**config.mk**
```make
export PLATFORM = sky130hd
export DESIGN_NAME = muldiv_seq
export DESIGN_NICKNAME = d
export VERILOG_FILES = /design/src/rtl/muldiv_seq_pkg.sv /design/src/rtl/muldiv_seq.sv
export SDC_FILE = /design/constraint.sdc
export NUM_CORES = 1
export LEC_CHECK = 0
export ABC_AREA = 1
export CAP_MARGIN = 20
export CORE_MARGIN = 10
export CORE_UTILIZATION = 45
export DETAILED_ROUTE_END_ITERATION = 10
export GPL_TIMING_DRIVEN = 0
export HOLD_SLACK_MARGIN = 0.06
export PLACE_DENSITY = 0.87
export SETUP_SLACK_MARGIN = 0.2
export SYNTH_ARGS = -nofsm -noshare
export SYNTH_HDL_FRONTEND = slang
export SYNTH_SLANG_ARGS = --single-unit
```
**constraint.sdc**
```tcl
create_clock -name clk -period 1.8 [get_ports clk]
set_clock_uncertainty 0.15 [all_clocks]
set_input_delay 0.45 -clock clk [delete_from_list [all_inputs] [get_ports clk]]
set_output_delay 0.45 -clock clk [all_outputs]
set_load 0.005 [all_outputs]
```
**src/rtl/muldiv_seq_pkg.sv**
```systemverilog
// Shared constants for muldiv_seq: alu op codes, MUL/DIV op encoding and FSM state enum.
// The DIV state exists only when MULDIV_SEQ_DIV_EN is defined.
package muldiv_seq_pkg;

  localparam logic [2:0] ALU_ADD = 3'd0;
  localparam logic [2:0] ALU_SUB = 3'd1;

  typedef enum logic {
    OP_MUL = 1'b0,
    OP_DIV = 1'b1
  } op_t;

`ifdef MULDIV_SEQ_DIV_EN
  typedef enum logic [1:0] {
    ST_IDLE = 2'd0,
    ST_MUL  = 2'd1,
    ST_DIV  = 2'd2,
    ST_DONE = 2'd3
  } state_t;
`else
  typedef enum logic [1:0] {
    ST_IDLE = 2'd0,
    ST_MUL  = 2'd1,
    ST_DONE = 2'd3
  } state_t;
`endif

  localparam int              ITER_W    = 4;
  localparam logic [ITER_W-1:0] ITER_LAST = 4'd15;

endpackage

```
**src/rtl/muldiv_seq.sv**
```systemverilog
// Sequential 16-bit unsigned multiply / divide, one bit per cycle on a shared external alu.
// Optional divide support enabled by MULDIV_SEQ_DIV_EN.
module muldiv_seq
  import muldiv_seq_pkg::*;
#(
  parameter int WIDTH = 16
) (
  input  logic             clk,
  input  logic             rst_n,
  input  logic             start,
  input  logic             op,
  input  logic [WIDTH-1:0] a,
  input  logic [WIDTH-1:0] b,
  output logic             busy,
  output logic             done,
  output logic [WIDTH-1:0] result_lo,
  output logic [WIDTH-1:0] result_hi,
  output logic             div_by_zero,
  output logic [2:0]       alu_op,
  output logic [WIDTH-1:0] alu_a,
  output logic [WIDTH-1:0] alu_b,
  input  logic [WIDTH-1:0] alu_out,
  input  logic             alu_carry
);

  state_t              state;
  logic [ITER_W-1:0]   iter_cnt;
  // MUL and DIV share the same registers: hi/remainder, lo/quotient, multiplicand/divisor.
  logic [WIDTH-1:0]    acc_hi;
  logic [WIDTH-1:0]    acc_lo;
  logic [WIDTH-1:0]    opnd_b;
  logic [WIDTH-1:0]    hi_nxt;
  logic [WIDTH-1:0]    lo_nxt;

`ifdef MULDIV_SEQ_DIV_EN
  logic                div_ob;
  logic [WIDTH-1:0]    div_rem_sh;

  // 17-bit partial remainder {ob, r'}: the bit shifted out of r must count in the compare.
  assign div_ob     = acc_hi[WIDTH-1];
  assign div_rem_sh = {acc_hi[WIDTH-2:0], acc_lo[WIDTH-1]};
`endif

  // NOTE: every always_comb output gets a default first so no latch is inferred.
  always_comb begin
    alu_op = ALU_ADD;
    alu_a  = '0;
    alu_b  = '0;
    hi_nxt = acc_hi;
    lo_nxt = acc_lo;
    case (state)
      ST_MUL: begin
        alu_op           = ALU_ADD;
        alu_a            = acc_hi;
        alu_b            = acc_lo[0] ? opnd_b : '0;
        {hi_nxt, lo_nxt} = {alu_carry, alu_out, acc_lo[WIDTH-1:1]};
      end
`ifdef MULDIV_SEQ_DIV_EN
      ST_DIV: begin
        alu_op = ALU_SUB;
        alu_a  = div_rem_sh;
        alu_b  = opnd_b;
        if (div_ob || !alu_carry) begin
          hi_nxt = alu_out;
          lo_nxt = {acc_lo[WIDTH-2:0], 1'b1};
        end else begin
          hi_nxt = div_rem_sh;
          lo_nxt = {acc_lo[WIDTH-2:0], 1'b0};
        end
      end
`endif
      default: ;
    endcase
  end

  // NOTE: sequential state uses non-blocking assignments so all registers update together.
  always_ff @(posedge clk or negedge rst_n) begin
    if (!rst_n) begin
      state       <= ST_IDLE;
      iter_cnt    <= '0;
      acc_hi      <= '0;
      acc_lo      <= '0;
      opnd_b      <= '0;
      busy        <= 1'b0;
      done        <= 1'b0;
      result_lo   <= '0;
      result_hi   <= '0;
      div_by_zero <= 1'b0;
    end else begin
      done <= 1'b0;
      case (state)
        ST_IDLE: begin
          if (start && (op == OP_MUL)) begin
            state       <= ST_MUL;
            busy        <= 1'b1;
            iter_cnt    <= '0;
            acc_hi      <= '0;
            acc_lo      <= a;
            opnd_b      <= b;
            div_by_zero <= 1'b0;
          end
`ifdef MULDIV_SEQ_DIV_EN
          else if (start && (b == '0)) begin
            // Divide by zero finishes immediately with saturated quotient and dividend as remainder.
            state       <= ST_DONE;
            busy        <= 1'b1;
            done        <= 1'b1;
            result_lo   <= '1;
            result_hi   <= a;
            div_by_zero <= 1'b1;
          end else if (start) begin
            state       <= ST_DIV;
            busy        <= 1'b1;
            iter_cnt    <= '0;
            acc_hi      <= '0;
            acc_lo      <= a;
            opnd_b      <= b;
            div_by_zero <= 1'b0;
          end
`endif
        end

`ifdef MULDIV_SEQ_DIV_EN
        ST_MUL, ST_DIV: begin
`else
        ST_MUL: begin
`endif
          acc_hi   <= hi_nxt;
          acc_lo   <= lo_nxt;
          iter_cnt <= iter_cnt + 1'b1;
          if (iter_cnt == ITER_LAST) begin
            state     <= ST_DONE;
            done      <= 1'b1;
            result_lo <= lo_nxt;
            result_hi <= hi_nxt;
          end
        end

        ST_DONE: begin
          state <= ST_IDLE;
          busy  <= 1'b0;
        end

        default: begin
          state <= ST_IDLE;
          busy  <= 1'b0;
        end
      endcase
    end
  end

endmodule
```
==> results.tsv <==
metric	value	unit
hp-start	opnd_b[10]	
gp_congestion	0.858	
critPathKind	register to output pin	
clk_pin_slew	0.09	ns
endpoint_kind	output pin	
cp_data_arrival_time	1.62	ns
fmax	451	MHz
cts_tree	yes	
initial_utilization	46.3	%
hold_end	opnd_b[10]	
syn_inst	510	
die_area	13200	um^2
wl_per_cell	17.7	um
grt_pass1_vias	3902	
slew_violations	0	
htreeDepth	3	
r2r_start	state[1]	
wl	14000	um
yosysWarningCount	0	
dr_total_vias	4133	
drt-vias-per-instance	5.22	
finalCritPeriodShare	123	%
seq_area	2200	um^2
r2r_end	result_lo[3]	
cpMostUsedCell	buf_8	
cts_root_buf	clkbuf_8	
synth_top_cell_area_share	54.3	%
tns	-10.85	ns
final_area	6420	um^2
violations	negative setup slack	
cp_max_fo	6	
dpl.hpwl	8910	um
min_path_cells	2	
antennaDiodeCount	0	
core.rowCount	34	
powerDensity	1670	nW/um^2
rsz0062_at_grt	true	
crit_slowest_cell	dfrtp_1	
grt_max_degree	54	
antenna_found_initial	0	
finalNonFillerCells	792	
final_common_cell	nand2_1	
multi_input_area	1960	um^2
numPortBuffers	118	
finalCriticalPeriod	2.22	ns
hold_path_class	register to register	
max_stage_delay	0.42	ns
yosysTopAreaCell	dfrtp_1	
n_fill_cell	581	
drcViolationCount	0	
ios	123	
cp-start-kind	register	
cts.sinks	88	
clk_latency	0.35	ns
final_cell_mix	nand2_1 (168), dfrtp_1 (88), nand3_1 (61)	
grt-ovfl-total	0	
reg2reg_depth	10	
avgSynthCellArea	7.95	um^2
die_h	115	um
drt-initial-drc-count	291	
grt_use_total	18.3	%
core_area	8760	um^2
first_pass_iters	5	
final_hold_viol_count	0	
cts_made_buffers	9	
nets	734	
worst_slack	-0.416	ns
post_dp_cell_area	5510	um^2
cp.required	1.20	ns
r2r_slack	0.01	ns
netlist_area	4060	um^2
layout-drive-gt1-share	32.9	%
ir_drop	0.000681	V
grt_pass1_wl	19700	um
area_growth_syn_to_layout	58.3	%
path_cells	inv_4, nand2_4, buf_8, buf_12, buf_8, buf_16, nor2_4, buf_2	
status	finished, violations left	
fp.dieW	115	um
yosysSeqAreaShare	54.3	%
place_ws	-0.637	ns
synth_cell_types	23	
drv_cap	0	
total_leakage_power	0.00323	uW
setup_violations	32	
synth_area_leaders	dfrtp_1 (54%), nand2_1 (20%), nand3_1 (8.8%)	
ant_nets	0	
post-route-util	73.2	%
dp_cells	740	
ys_seq_elements	88	
clock_path_buffers	2	
flip-flops by register name (all words and copies together) (netlist names):
register   cells
state          2
done           1
result_lo     16
acc_lo        16
opnd_b        16
acc_hi        16
iter_cnt       4
busy           1
result_hi     16
repair_timing:
item / 4_1_cts / 5_1_grt
setup endpoints to repair: 143 / 129
hold endpoints to repair: 35 / 0
gates resized for setup: 231 / 131
cloned: 1 / 5
buffers inserted: 19 / 11
pin swaps: 5 / 28
hold buffers: 1 / 0
worst max-delay path: cells and delay by family, from the launching register on:
kind / cells / cell delay (ns)
buffers and inverters: 6 / 0.72
DFF: 1 / 0.42
and+or+nand+nor: 2 / 0.13
how the worst max path moves through the flow:
stage | startpoint | to | slack [ns] | cells after the start
finish | state[1] | alu_b[3] | -0.42 | 8
global route | state[1] | alu_a[9] | -0.47 | 8
CTS | state[1] | alu_b[13] | -0.37 | 7
detailed placement | acc_lo[0] | alu_b[13] | -0.64 | 5
global placement | rst_n | result_lo[10] | -2.95 | 1
floorplan | state[1] | alu_a[0] | 0.09 | 6
cell type report:
| cell class | count | share of cell area (%) |
|---|---|---|
| timing repair buffer | 156 | 23.1 |
| inverter | 20 | 1.25 |
| multi-input combinational | 368 | 30.5 |
| buffer | 37 | 5.83 |
| clock inverter | 4 | 0.702 |
| sequential | 88 | 34.3 |
| clock buffer | 11 | 2.20 |
| tap | 108 | 2.11 |
power breakdown:
group	internal, uW	switching, uW
sequential	2930	659
clock	667	703
combinational	2780	2950
per-stage QoR:
| step | total power, uW | hold WS (ns) |
|---|---|---|
| floorplan | 5900 | 0.00441 |
| global placement | 8010 | 0.305 |
| detailed placement | 8250 | 0.296 |
| CTS | 9790 | 0.331 |
| global route | 11400 | 0.355 |
| finish | 10700 | 0.326 |
synth_stat cells:
library cell / count
buf_4: 10
dfrtp_1: 88
inv_2: 2
nand2_4: 1
nor2_4: 1
nand2_1: 217
conb_1: 1
nand2_2: 2
nand3_2: 1
nor2_8: 1
buf_1: 1
buf_8: 1
or2_2: 2
nand4_1: 1
buf_6: 2
nor2_1: 33
ha_1: 1
nand3_1: 71
nor2_2: 1
clkbuf_1: 11
inv_1: 18
buf_2: 12
o21ai_0: 32
logic make-up (layout without fill, tap and decap cells):
family	after synthesis	count (layout)	share of synthesized area, %
other	1	4	0.0925
and+or+nand+nor	331	331	34.1
adders and majority gates	1	1	0.308
DFF	88	88	54.3
buffers and inverters	57	228	7.22
AOI/OAI and AO/OA	32	32	3.95
layer usage:
layer | track usage [%] | vias up | share of wire [%]
met4 | 5.78 | 0 | 1.9
met5 | 0 | - | 0
met1 | 22.3 | 1989 | 40
li1 | - | 1936 | -
met2 | 30.1 | 180 | 50
met3 | 5.73 | 28 | 8.5
Note: power is estimated with default switching activity, not from simulation.
